===== config.mk =====
export PLATFORM = sky130hd
export DESIGN_NAME = vga_sync_monitor
export DESIGN_NICKNAME = d
export VERILOG_FILES = /design/src/rtl/vga_sync_monitor.sv
export SDC_FILE = /design/constraint.sdc
export NUM_CORES = 1
export LEC_CHECK = 0
export CORE_ASPECT_RATIO = 1.2
export CORE_UTILIZATION = 55
export CTS_CLUSTER_DIAMETER = 30
export DETAILED_ROUTE_END_ITERATION = 8
export DONT_BUFFER_PORTS = 1
export GPL_ROUTABILITY_DRIVEN = 0
export GPL_TIMING_DRIVEN = 0
export PLACE_DENSITY = 0.79
export RECOVER_POWER = 100
export SETUP_SLACK_MARGIN = 0.5
export SYNTH_ARGS = -nofsm -noshare
export SYNTH_HDL_FRONTEND = slang
export SYNTH_SLANG_ARGS = --single-unit

===== constraint.sdc =====
create_clock -name clk -period 5.7 [get_ports clk]
set_input_delay 0.855 -clock clk [delete_from_list [all_inputs] [get_ports clk]]
set_output_delay 0.855 -clock clk [all_outputs]
set_load 0.02 [all_outputs]

===== src/rtl/vga_sync_monitor.sv =====
// vga_sync_monitor
//   Receive-side checker for VGA hs/vs timing. Measures line and frame
//   periods and sync widths against nominal values, tracks lock over
//   consecutive good frames, and regenerates pixel coordinates.
// Ports
//   clk           pixel clock
//   rst_n         asynchronous active-low reset
//   hs_in, vs_in  sync pins from the generator
//   clr_err       clears sticky h_err/v_err (a simultaneous set wins)
//   locked        timing matched for LOCK_FRAMES consecutive frames
//   h_err, v_err  sticky line / frame timing error flags
//   h_total_meas  last measured clocks per line
//   v_total_meas  last measured lines per frame
//   px_x, px_y    regenerated pixel coordinates, 0 outside active area
//   px_active     locked and inside the active area
//
// state     | meaning
// ----------+----------------------------------------------------------
// ST_ARM    | waiting for the first hs edge and first vs edge
// ST_TRACK  | counting consecutive good frames in ok_cnt
// ST_LOCKED | LOCK_FRAMES good frames seen; any mismatch returns to TRACK
module vga_sync_monitor #(
   parameter int H_TOTAL         = 800,
   parameter int H_SYNC          = 96,
   parameter int H_BP            = 48,
   parameter int H_ACTIVE        = 640,
   parameter int V_TOTAL         = 525,
   parameter int V_SYNC          = 2,
   parameter int V_BP            = 33,
   parameter int V_ACTIVE        = 480,
   parameter bit SYNC_ACTIVE_LOW = 1'b1,
   parameter int LOCK_FRAMES     = 2,
   parameter int CW              = 11
) (
   input  logic          clk,
   input  logic          rst_n,
   input  logic          hs_in,
   input  logic          vs_in,
   input  logic          clr_err,
   output logic          locked,
   output logic          h_err,
   output logic          v_err,
   output logic [CW-1:0] h_total_meas,
   output logic [CW-1:0] v_total_meas,
   output logic [CW-1:0] px_x,
   output logic [CW-1:0] px_y,
   output logic          px_active
);

   localparam int OKW = (LOCK_FRAMES > 1) ? $clog2(LOCK_FRAMES + 1) : 1;

   localparam logic [CW-1:0] C_MAX     = '1;
   localparam logic [CW-1:0] C_H_TOTAL = CW'(H_TOTAL);
   localparam logic [CW-1:0] C_H_SYNC  = CW'(H_SYNC);
   localparam logic [CW-1:0] C_V_TOTAL = CW'(V_TOTAL);
   localparam logic [CW-1:0] C_V_SYNC  = CW'(V_SYNC);
   localparam logic [CW-1:0] C_HX0     = CW'(H_SYNC + H_BP);
   localparam logic [CW-1:0] C_HX1     = CW'(H_SYNC + H_BP + H_ACTIVE);
   localparam logic [CW-1:0] C_VY0     = CW'(V_SYNC + V_BP);
   localparam logic [CW-1:0] C_VY1     = CW'(V_SYNC + V_BP + V_ACTIVE);

   typedef enum logic [1:0] {ST_ARM, ST_TRACK, ST_LOCKED} state_t;

   state_t         state, state_nxt;
   logic [OKW-1:0] ok_cnt, ok_nxt;
   logic           frame_bad, frame_bad_nxt;

   logic          hs_a, vs_a, hs_q, vs_q;
   logic          hs_edge, hs_fall, vs_edge, vs_fall;
   logic [CW-1:0] h_cnt, hs_w, v_cnt, vs_w;
   logic [CW-1:0] h_cnt_inc, v_meas_now;
   logic          h_armed, v_armed;
   logic          h_timeout, h_len_bad, h_wid_bad, v_len_bad, v_wid_bad;
   logic          h_mis, v_mis, any_mis;
   logic          h_in_act, v_in_act;

   assign hs_a    = hs_in ^ SYNC_ACTIVE_LOW;
   assign vs_a    = vs_in ^ SYNC_ACTIVE_LOW;
   assign hs_edge = hs_a & ~hs_q;
   assign hs_fall = ~hs_a & hs_q;
   assign vs_edge = vs_a & ~vs_q;
   assign vs_fall = ~vs_a & vs_q;

   // Saturating increments keep a dead sync from wrapping back into range.
   assign h_cnt_inc  = (h_cnt == C_MAX) ? C_MAX : h_cnt + CW'(1);
   // A coincident hs edge belongs to the frame that is ending.
   assign v_meas_now = (v_cnt == C_MAX) ? C_MAX : v_cnt + CW'(hs_edge);

   assign h_timeout = h_armed & ~hs_edge & (h_cnt == C_H_TOTAL);
   assign h_len_bad = hs_edge & h_armed & (h_cnt_inc != C_H_TOTAL);
   assign h_wid_bad = hs_fall & h_armed & (hs_w != C_H_SYNC);
   assign v_len_bad = vs_edge & v_armed & (v_meas_now != C_V_TOTAL);
   assign v_wid_bad = vs_fall & v_armed & (vs_w != C_V_SYNC);
   assign h_mis     = h_timeout | h_len_bad | h_wid_bad;
   assign v_mis     = v_len_bad | v_wid_bad;
   assign any_mis   = h_mis | v_mis;

   always_ff @(posedge clk or negedge rst_n) begin
      if (!rst_n) begin
         hs_q         <= 1'b0;
         vs_q         <= 1'b0;
         h_cnt        <= '0;
         h_armed      <= 1'b0;
         hs_w         <= '0;
         v_cnt        <= '0;
         v_armed      <= 1'b0;
         vs_w         <= '0;
         h_total_meas <= '0;
         v_total_meas <= '0;
         h_err        <= 1'b0;
         v_err        <= 1'b0;
      end else begin
         hs_q  <= hs_a;
         vs_q  <= vs_a;
         h_cnt <= hs_edge ? '0 : h_cnt_inc;
         if (hs_edge) begin
            h_armed <= 1'b1;
         end
         if (hs_edge) begin
            hs_w <= CW'(1);
         end else if (hs_a && hs_w != C_MAX) begin
            hs_w <= hs_w + CW'(1);
         end
         if (hs_edge && h_armed) begin
            h_total_meas <= h_cnt_inc;
         end
         if (vs_edge) begin
            v_cnt   <= '0;
            v_armed <= 1'b1;
            if (v_armed) begin
               v_total_meas <= v_meas_now;
            end
         end else if (hs_edge && v_cnt != C_MAX) begin
            v_cnt <= v_cnt + CW'(1);
         end
         if (vs_edge) begin
            vs_w <= CW'(hs_edge);
         end else if (vs_a && hs_edge && vs_w != C_MAX) begin
            vs_w <= vs_w + CW'(1);
         end
         h_err <= h_mis | (h_err & ~clr_err);
         v_err <= v_mis | (v_err & ~clr_err);
      end
   end

   always_ff @(posedge clk or negedge rst_n) begin
      if (!rst_n) begin
         state     <= ST_ARM;
         ok_cnt    <= '0;
         frame_bad <= 1'b0;
      end else begin
         state     <= state_nxt;
         ok_cnt    <= ok_nxt;
         frame_bad <= frame_bad_nxt;
      end
   end

   always_comb begin
      state_nxt     = state;
      ok_nxt        = ok_cnt;
      frame_bad_nxt = frame_bad;
      case (state)
         ST_ARM: begin
            if ((h_armed | hs_edge) && (v_armed | vs_edge)) begin
               state_nxt     = ST_TRACK;
               ok_nxt        = '0;
               frame_bad_nxt = 1'b0;
            end
         end
         ST_TRACK, ST_LOCKED: begin
            if (vs_edge) begin
               // Mismatches seen at the vs edge belong to the ending frame.
               frame_bad_nxt = 1'b0;
               if (any_mis || frame_bad) begin
                  state_nxt = ST_TRACK;
                  ok_nxt    = '0;
               end else if (state == ST_TRACK) begin
                  if (ok_cnt + OKW'(1) == OKW'(LOCK_FRAMES)) begin
                     state_nxt = ST_LOCKED;
                  end
                  ok_nxt = ok_cnt + OKW'(1);
               end
            end else if (any_mis) begin
               state_nxt     = ST_TRACK;
               ok_nxt        = '0;
               frame_bad_nxt = 1'b1;
            end
         end
         default: begin
            state_nxt = ST_ARM;
            ok_nxt    = '0;
         end
      endcase
   end

   assign locked    = (state == ST_LOCKED);
   assign h_in_act  = (h_cnt >= C_HX0) && (h_cnt < C_HX1);
   assign v_in_act  = (v_cnt >= C_VY0) && (v_cnt < C_VY1);
   assign px_active = locked & h_in_act & v_in_act;
   assign px_x      = px_active ? h_cnt - C_HX0 : '0;
   assign px_y      = px_active ? v_cnt - C_VY0 : '0;

endmodule


==> impl_metrics.ini <==
[outcome]
run_status = complete, but fails checks
violations = DRC, capacitance limit

[timing]
relSlewSlack_pct = 0.7687
fin_crit_sh_pct = 66.77
fmax_mhz = 262.7
final_max_slew_viol_count = 0
worst_hold_slack_ns = 0.1902
fin_crit_ns = 3.806
fin_skew_ns = 0.009572
hold_viol = 0
worst_slew_pin_slew_ns = 1.475
rsz0062_at_grt = false
final.setup.tns_ns = 0
setup_viol = 0

[cts]
postCtsSetupRepairBufs = 0
postCtsHoldBufs = 0
numCtsBuffers = 9
cts_tree = done
worst_setup_hold_path_clk_slew_ns = 0.08
root_buffer = clkbuf_8
htree_levels = 3
cts_resized = 0
cts_sinks = 77
clockBufferDepth = 2
worstSkewPairLatency_ns = 0.35

[placement]
hpwl_um = 7262
io_buffers = 0
placed_cells = 622

[yosys]
syn_nets = 553
synthFlopType = dfrtp_1
synthMuxAreaShare_pct = 0.8813
synthCells = 530
synth_warnings = 0
netlist_area_um2 = 4543
yosysTopAreaCell = dfrtp_1
synth_area_leaders = dfrtp_1 (42%), nor2_1 (7.6%), xnor2_1 (5.4%)
synth-seq-cells = 77
yosys-top-cells-count = nor2_1 (92), dfrtp_1 (77), nand2_1 (55)
synth-xor-area-share_pct = 8.675
syn_area_per_cell_um2 = 8.572
synthSimpleGateAreaFrac_pct = 25.86
synth_compound_area_share_pct = 12.09
synth_top_area_share_pct = 42.41
synthArstFlopShare_pct = 100.0
synth-edff-count = 0
ys_types = 56
synth.yosys.seq_area_share_pct = 42.41
synthAdderAreaFrac_pct = 4.957
yosysMostFrequentCell = nor2_1
synth_top_family_by_area = simple AND/OR/NAND/NOR gates

[floorplanning]
die_area_um2 = 8629
die_y_um = 101.6
pin_count = 53
design.core.area_um2 = 7839
fp.dieW_um = 84.97
floorplan.initialDensity_pct = 57.96
num_rows = 35

[grt]
antenna_found_initial = 0
grtUsageTotal_pct = 24.24
grt_pass1_wl_um = 16580
grt_max_degree = 78
grt_overflow = 0
grt_pass1_vias = 3554

[power]
powerDensity_nw_per_um2 = 270.5
p_leak_nw = 2.177
ir_drop_uv = 148.8
power.total_mw = 1.302

[routing]
wl_per_cell_um = 15.57
drt-met1-wl_um = 4264
route.met2.wl_um = 5028
wl_met3_um = 366
drtPass1Iterations = 7
highest_layer = met4
first_iter_violations = 201
wl_um = 9916
vias = 3750
vias_per_cell = 5.887
drtAntennaViolNets = 0
drc = 4

[setup_path]
worstPathCellList = a21oi_1 -> or3b_1 -> nor4_1 -> a21oi_1 -> or3_1 -> clkbuf_1 -> clkbuf_1 -> nor2_1
slowest_stage = dfrtp_1
crit_path_start_kind = flop
worstPathMaxFanout = 10
critPathArrivalTime_ns = 2.95
criticalPathCategory = flop to output port
slowest_delay_ns = 0.47
endpoint_kind = output port
worstPathRequired_ns = 4.85

[flow_run]
max-cap-violations = 1

[final_layout]
final_nets = 564
drive_above_1_share_pct = 6.606
stdcell_count = 637
antennaDiodeCount = 0
syn_to_final_growth_pct = 5.949

[min_path]
hp-class = primary input to asynchronous set/reset pin
## through the flow
step           worst slack, ns  util, %  cell area, um2
2_1_floorplan            2.528        -            4543
3_3_place_gp             2.015    59.43            4658
3_5_place_dp             1.974    59.43            4658
4_1_cts                  1.898    61.72            4838
5_1_grt                  1.725    61.40            4813
6_report                 1.894    61.40            4813
## final timing paths
check                      slack [ns]              end       from  cells after the start
setup / recovery                 1.89          px_y[3]   v_cnt[0]                      8
hold / removal                   0.19  v_total_meas[9]      rst_n                      0
setup reg to reg                 2.16        ok_cnt[1]       hs_q                     11
hold reg to reg                  0.50        ok_cnt[0]  ok_cnt[0]                      1
max in group asynchronous        5.40         state[0]      rst_n                      0
min in group clk                 0.50        ok_cnt[0]  ok_cnt[0]                      1
## worst max-delay path: cells and delay by family, from the launching register on
| kind | cells | cell delay, ns |
|---|---|---|
| and+or+nand+nor | 4 | 1.41 |
| AOI/OAI and AO/OA | 2 | 0.33 |
| DFF | 1 | 0.47 |
| buffers and inverters | 2 | 0.39 |
## metal layers
layer,vias up,GRT usage (%)
met1,1821,29.46
met2,74,42.43
met5,-,0
met4,0,10.30
met3,24,4.482
li1,1831,-
## state kept, by name, summed over array words and instances, names as in the netlist, 2 cells and up
register	cells
h_cnt	11
h_total_meas	11
hs_w	11
v_cnt	11
v_total_meas	11
vs_w	11
ok_cnt	2
state	2
## power by group
| group | internal [mW] | switching, mW |
|---|---|---|
| registers | 0.597 | 0.0756 |
| logic | 0.0974 | 0.138 |
| clock network | 0.198 | 0.196 |
## area by class of cell
| cell class | instances | area, um2 |
|---|---|---|
| buffer | 27 | 133.9 |
| clock buffer | 10 | 127.6 |
| clock inverter | 5 | 52.55 |
| fill | 688 | 3025 |
| inverter | 26 | 97.59 |
| multi-input combinational | 400 | 2360 |
| sequential | 77 | 1927 |
| tap | 92 | 115.1 |
## layout by cell type, fill, tap and decap left out, drive strengths merged, types with 11 or more instances in the layout
cell | netlist | layout
nor2 | 93 | 93
dfrtp | 77 | 77
nand2 | 55 | 55
o21ai | 41 | 41
xnor2 | 28 | 28
inv | 26 | 26
clkbuf | 14 | 26
a21oi | 23 | 23
ha | 18 | 18
xor2 | 17 | 17
nand3 | 15 | 15
nand4 | 12 | 12
or3 | 11 | 11
buf | 13 | 11
## logic make-up after synthesis
family                     count (synthesis)
xor gates and xnor gates                  45
DFF                                       77
AOI/OAI and AO/OA                         92
muxes                                      4
and+or+nand+nor                          241
buffers and inverters                     53
adders and majority gates                 18
Power figures use the tool's default switching activity.
